--- config.mk ---
export PLATFORM = sky130hd
export DESIGN_NAME = image_stream_to_axis
export DESIGN_NICKNAME = d
export VERILOG_FILES = /design/src/rtl/image_stream_to_axis.sv
export SDC_FILE = /design/constraint.sdc
export NUM_CORES = 1
export LEC_CHECK = 0
export CAP_MARGIN = 20
export CELL_PAD_IN_SITES_DETAIL_PLACEMENT = 0
export CELL_PAD_IN_SITES_GLOBAL_PLACEMENT = 2
export CORE_MARGIN = 3
export CORE_UTILIZATION = 51
export DETAILED_ROUTE_END_ITERATION = 6
export GPL_TIMING_DRIVEN = 0
export PLACE_DENSITY_LB_ADDON = 0.05
export SLEW_MARGIN = 10
export SYNTH_ARGS = -nofsm -noshare
export SYNTH_HDL_FRONTEND = slang
export SYNTH_SLANG_ARGS = --single-unit
--- constraint.sdc ---
create_clock -name clk -period 8.3 [get_ports clk]
set_input_delay 1.66 -clock clk [delete_from_list [all_inputs] [get_ports clk]]
set_output_delay 1.66 -clock clk [all_outputs]
set_load 0.05 [all_outputs]
--- src/rtl/image_stream_to_axis.sv ---
// image_stream_to_axis: tags a free-running pixel stream with frame/line position
// and buffers it in a FIFO that drives an AXI4-Stream video master.
module image_stream_to_axis #(
  parameter int DATA_W     = 24,
  parameter int FIFO_DEPTH = 16,
  parameter int LVL_W      = 5
) (
  input  logic              clk,
  input  logic              reset,
  input  logic [10:0]       img_width,
  input  logic [9:0]        img_height,
  input  logic              valid_i,
  input  logic [DATA_W-1:0] img_data_i,
  output logic [DATA_W-1:0] m_axis_tdata,
  output logic              m_axis_tvalid,
  input  logic              m_axis_tready,
  output logic              m_axis_tuser,
  output logic              m_axis_tlast,
  output logic              overflow_o,
  output logic              frame_done_o,
  output logic [LVL_W-1:0]  fifo_level_o
);
  localparam int AW = $clog2(FIFO_DEPTH);
  localparam logic [LVL_W-1:0] FULL = LVL_W'(FIFO_DEPTH);
  logic [10:0]       r_x, r_w_s, w_w;
  logic [9:0]        r_y, r_h_s, w_h;
  logic              w_first, w_eol, w_eof, w_push, w_pop;
  logic [DATA_W+2:0] r_mem [FIFO_DEPTH];
  logic [DATA_W+2:0] w_head;
  logic [AW-1:0]     r_wr, r_rd;
  logic [LVL_W-1:0]  r_cnt;
  logic              r_ov, r_fd;
  // the (0,0) pixel is tagged against the live geometry it is about to latch
  always_comb begin
    w_first = r_x == '0 && r_y == '0;
    w_w     = w_first ? img_width : r_w_s;
    w_h     = w_first ? img_height : r_h_s;
    w_eol   = r_x == w_w - 11'd1;
    w_eof   = w_eol && r_y == w_h - 10'd1;
    w_head  = r_mem[r_rd];
    w_pop   = m_axis_tvalid && m_axis_tready;
    w_push  = valid_i && (r_cnt != FULL || w_pop);
  end
  assign m_axis_tvalid = r_cnt != '0;
  assign m_axis_tdata  = m_axis_tvalid ? w_head[DATA_W-1:0] : '0;
  assign m_axis_tlast  = m_axis_tvalid & w_head[DATA_W];
  assign m_axis_tuser  = m_axis_tvalid & w_head[DATA_W+1];
  assign overflow_o    = r_ov;
  assign frame_done_o  = r_fd;
  assign fifo_level_o  = r_cnt;
  always_ff @(posedge clk or negedge reset) begin
    if (!reset) begin
      r_x   <= '0;
      r_y   <= '0;
      r_w_s <= '0;
      r_h_s <= '0;
      r_wr  <= '0;
      r_rd  <= '0;
      r_cnt <= '0;
      r_ov  <= 1'b0;
      r_fd  <= 1'b0;
    end else begin
      if (valid_i) begin
        if (w_first) begin
          r_w_s <= img_width;
          r_h_s <= img_height;
        end
        r_x <= w_eol ? '0 : r_x + 11'd1;
        if (w_eol) r_y <= (r_y == w_h - 10'd1) ? '0 : r_y + 10'd1;
      end
      if (w_push) r_wr <= r_wr + AW'(1);
      if (w_pop) r_rd <= r_rd + AW'(1);
      r_cnt <= r_cnt + LVL_W'(w_push) - LVL_W'(w_pop);
      r_ov  <= r_ov | (valid_i & ~w_push);
      r_fd  <= w_pop & w_head[DATA_W+2];
    end
  end
  always_ff @(posedge clk) if (w_push) r_mem[r_wr] <= {w_eof, w_first, w_eol, img_data_i};
endmodule
Word-level counts from Yosys, hierarchy flattened. Memory sizes are Yosys's and may differ from the RTL's. Cells that the tools add are included. Widths: inputs -> output; s select.

Bits in registers: 57. RAM bits: 432. Input bits: 49. Output and inout port bits: 34. Logic and storage cells: 43. Memories: 1.

Memories: r_mem (depth 16, bits a word 27, read ports 1, clocked after Yosys merged registers in 0, write ports 1, RTL line 28) `logic [DATA_W+2:0] r_mem [FIFO_DEPTH];`.

Add/sub/neg operators: 8. Equality and inequality tests: 3. Muxes and demuxes: 7. Bitwise gates (word level): 6. Reduce and logical (&&, ||, !) cells: 9.

Operators with widths (number): $mux 24 (1); $mux 11 (2); $mux 10 (2); $add 11x1->11 const B (1); $eq 11x11->1 (1); $logic_not 11->1 (1); $sub 11x1->11 const B (1); $add 10x1->10 const B (1); $eq 10x10->1 (1); $logic_not 10->1 (1); $sub 10x1->10 const B (1); $add 4x1->4 const B (2); $add 5x1->5 (1); $ne 5x5->1 const B (1); $reduce_bool 5->1 (1); $sub 5x1->5 (1); $and 1x1->1 (4); $logic_and 1x1->1 (4); $mux 1 (2); $reduce_and 2->1 (1); $logic_or 1x1->1 (1); $not 1->1 (1); $or 1x1->1 (1).

Depth between registers and ports, before layout.
Depth after elaboration: 7. Depth in mapped cells: 19. Mapped depth without buffers: 16.

Worst setup path before layout. Ideal clock, no wire load.

Path kind: input to register. From: input port valid_i. To: memory r_mem[3][0] (netlist bit) (enable). Data arrival time: 4253 ps. Required time: 7855 ps. Setup slack: 3602 ps. Stages: 5. Path buffers: 2. Cell sequence: buf_2 and2_1 clkbuf_1 nand2_1 nor3_1.

Cells in the longest elaborated chain, start to end: 3.

Ends and longest elaborated chain: start: declaration (RTL line 12) `input logic valid_i,`; $logic_and 1x1->1 (RTL line 42) `w_push = valid_i && (r_cnt != FULL || w_pop);`; $mux 1 (RTL line 78) `always_ff @(posedge clk) if (w_push) r_mem[r_wr] <= {w_eof, w_first, w_eol, img_data_i};`; $mux 1 (implied by the code) (RTL line 78); end: declaration (RTL line 28).

Every way passes these cells.

Final worst setup path.
From: register r_rd[1]. To: output port m_axis_tdata[22].

Cells in the longest elaborated chain, start to end: 2.

Ends and longest elaborated chain: start: declaration (RTL line 30) `logic [AW-1:0] r_wr, r_rd;`; start signal: assignment (RTL line 72) `if (w_pop) r_rd <= r_rd + AW'(1);`; $mem_v2 16x27; $mux 24 (RTL line 45) `assign m_axis_tdata = m_axis_tvalid ? w_head[DATA_W-1:0] : '0;`; end: declaration (RTL line 14) `output logic [DATA_W-1:0] m_axis_tdata,`.

Every way passes these cells.

==> flow_summary_export.csv <==
group,metric,value,unit
outcome,status,"completed",
floorplan,die_height,206.8,um
place,gp_congestion,0.8280,
worst_hold_path,min_from,"overflow_o",
logic_synthesis,synth_seq_cells,489,
cts,cts_tree,"yes",
layout,fin_area,0.02424,sq mm
layout,final_common_cell,"edfxtp_1",
grt,grt_use_total,23.71,%
detailed_routing,route.detailed.drc,0,
critical_path,cpMaxStageDelayCell,"buf_1",
critical_path,cp_num_buf_inv,4,
logic_synthesis,yosys_warnings,0,
pwr,power_leakage,8.134,nW
sta,worstMarginPinSlew,1070,ps
place,dpl_worst_slack,2621,ps
critical_path,path_max_fanout,10,
layout,n_antenna_cell,0,
logic_synthesis,synth_ff_type,"edfxtp_1",
cts,clkLatencyLatePin,580,ps
sta,layout_setup_ws,2051,ps
layout,nets,1345,
logic_synthesis,synth_cells,1108,
sta,final_max_slew_viol_count,0,
sta,max_freq,0.1600,GHz
layout,syn_to_final_growth,17.90,%
worst_hold_path,hold_depth,1,
place,io_buffers,81,
layout,utilization,61.85,%
logic_synthesis,avgSynthCellArea,18.55,sq um
detailed_routing,wire_per_inst,26.68,um
cts,ctsRootBufferMaster,"clkbuf_16",
floorplan,std_cell_rows,72,
critical_path,crit_required,6640,ps
cts,post-cts-setup-buffer-count,0,
grt,grt_pass1_wl,73640,um
logic_synthesis,synthArstFlopShare,11.66,%
grt,grt_pass1_vias,11490,
grt,grt_max_degree,58,
floorplan,core_area,0.03919,sq mm
grt,antenna_found_initial,1,
cts,htreeDepth,2,
logic_synthesis,synth_area,0.02056,sq mm
critical_path,rr_startpoint,"r_x[0]",
cts,cts_sinks,489,
pwr,peakVddDrop,0.2133,mV
sta,setup_violations,0,
grt,overflow,0,
place,dp_hpwl,31720,um
layout,fill_cells,2843,
worst_hold_path,min_to,"overflow_o",
floorplan,die-width,206.8,um
critical_path,cp-start-kind,"flip-flop",
sta,rsz0062_at_grt,"no",
detailed_routing,dr_total_vias,11160,
sta,fin_tns_setup,0,ps
cts,hold_buffers,0,
critical_path,worstSetupPathType,"reg2out",
floorplan,initial_core_util,52.46,%
flow_run,drv_cap,0,
cts,cts_resized,0,
cts,cts_buffer_depth,3,
sta,fin_worst_skew,16.97,ps
layout,layout_common_cells,"432 x edfxtp_1, 135 x mux4_2, 80 x clkdlybuf4s50_1",
logic_synthesis,synth-edff-count,432,
critical_path,crit_chain,"clkbuf_1, clkbuf_1, buf_1, mux4_2, mux4_2, nor2b_1, clkdlybuf4s50_1",
layout,multi_input_area,0.005867,sq mm
sta,fin_crit,6249,ps
critical_path,worst_setup_path_end_kind,"primary output",
sta,finalCritPeriodShare,75.29,%
pwr,total_power,8.254,mW
critical_path,r2r_cells,18,
floorplan,die-area,0.04275,sq mm
critical_path,crit_arrival,4590,ps
critical_path,slowest_delay,750,ps
critical_path,r2r-end,"r_mem[10][26]",
floorplan,io_pins,83,
cts,clk_pin_slew,60,ps
detailed_routing,postRouteAntennaNets,0,
logic_synthesis,yosysSeqAreaShare,70.05,%
pwr,powerDensity,340.6,mW/mm^2
logic_synthesis,ys_types,78,
detailed_routing,firstDrtPassIters,7,
layout,seqCellArea,0.01440,sq mm
sta,timing.slew.headroom,28.69,%
logic_synthesis,syn-num-nets,1174,
layout,drive_above_1_share,23.86,%
critical_path,crit_family,"buffers and inverters",
detailed_routing,drtIter0Drc,895,
worst_hold_path,hold_class,"reg2reg",
place,place_area,0.02264,sq mm
critical_path,r2r_slack,3100,ps
sta,hold_violations,0,
detailed_routing,totalWireLength,48940,um
cts,cts_buffers,50,
detailed_routing,viasPerCell,6.087,
[Yosys cell counts (7+ instances only)]
cell type	number	area, sq um
a211oi_1	7	52.55
a21oi_1	27	135.1
and2_1	8	50.05
and3_1	14	87.58
buf_1	16	60.06
buf_2	7	35.03
buf_6	8	90.09
clkbuf_1	24	90.09
dfrtp_1	57	1426
edfxtp_1	432	12970
ha_1	16	200.2
inv_1	29	108.9
mux2_2	17	191.4
mux4_2	135	3040
nand2_1	29	108.9
nand3_1	21	105.1
nand4_1	8	50.05
nor2_1	38	142.6
nor2b_1	29	181.4
nor3_1	23	115.1
nor4_1	10	62.56
o21ai_0	18	90.09
or3_1	7	43.79
xnor2_1	20	175.2
xor2_1	11	96.34
[worst reg2reg max path, cell delays in order (launching register included)]
cell	delay, ps
dfrtp_1	410
inv_1	140
ha_1	180
nor4b_1	270
nand2_1	190
buf_2	240
o21ai_0	300
and2_1	210
ha_1	290
or4b_2	650
nor2_1	140
xor2_1	150
mux2i_1	120
xnor2_1	150
and4bb_1	280
and3_1	180
buf_6	200
inv_1	70
nor2_1	700
[how the worst max path moves through the flow]
stage                              from                to  cells past startpoint
final                           r_rd[1]  m_axis_tdata[22]                      7
after global routing            r_rd[1]  m_axis_tdata[22]                      7
after CTS                       r_rd[1]  m_axis_tdata[11]                      7
after detailed placement   img_width[0]     r_mem[12][26]                     14
after global placement    m_axis_tready       r_mem[3][3]                      6
after floorplan                 valid_i       r_mem[3][0]                      5
[where the power goes]
part | leakage, nW | switching, mW | total, mW | internal, mW
combinational | 2.78 | 1.75 | 3.08 | 1.33
clock | 0.751 | 0.904 | 2.11 | 1.21
sequential | 4.60 | 0.105 | 3.06 | 2.96
total | 8.13 | 2.76 | 8.25 | 5.49
[per-layer routing]
metal | track usage [%] | share of wire [%]
met5 | 0 | 0.027
met4 | 6.044 | 2.0
met3 | 4.140 | 5.8
met2 | 39.07 | 50
met1 | 33.53 | 42
[kinds of logic (layout without fill, tap and decap cells)]
group	count (synthesis)	after routing	synth area share, %
compound gates	103	103	3.366
xor+xnor	32	32	1.430
fa+ha+maj	17	17	1.071
buf+inv	87	295	1.948
flops	489	489	70.05
mux	159	159	16.09
simple gates	221	221	6.050
[metrics by stage]
| step | hold slack, ps | std cells |
|---|---|---|
| after floorplan | 494.3 | 1108 |
| after global placement | 463.9 | 1707 |
| after detailed placement | 463.7 | 1740 |
| after CTS | 478.2 | 1829 |
| after global routing | 496.7 | 1834 |
| final | 473.3 | 1834 |
[sequential cells by signal, indices dropped and copies added (netlist names)]
signal,count
r_wr,4
r_h_s,10
overflow_o,1
r_y,10
r_w_s,11
frame_done_o,1
r_rd,4
r_x,11
fifo_level_o,5
r_mem,432
[final cells by class]
cell class	count	area share, %
inverters	30	0.4646
well taps	518	2.674
flip-flops and latches	489	59.41
clock buffers	68	5.612
repair buffers	119	5.767
multi-input cells	532	24.21
plain buffers	57	1.187
clock inverters	21	0.6763
No activity file was read; power rests on OpenSTA's default activity.
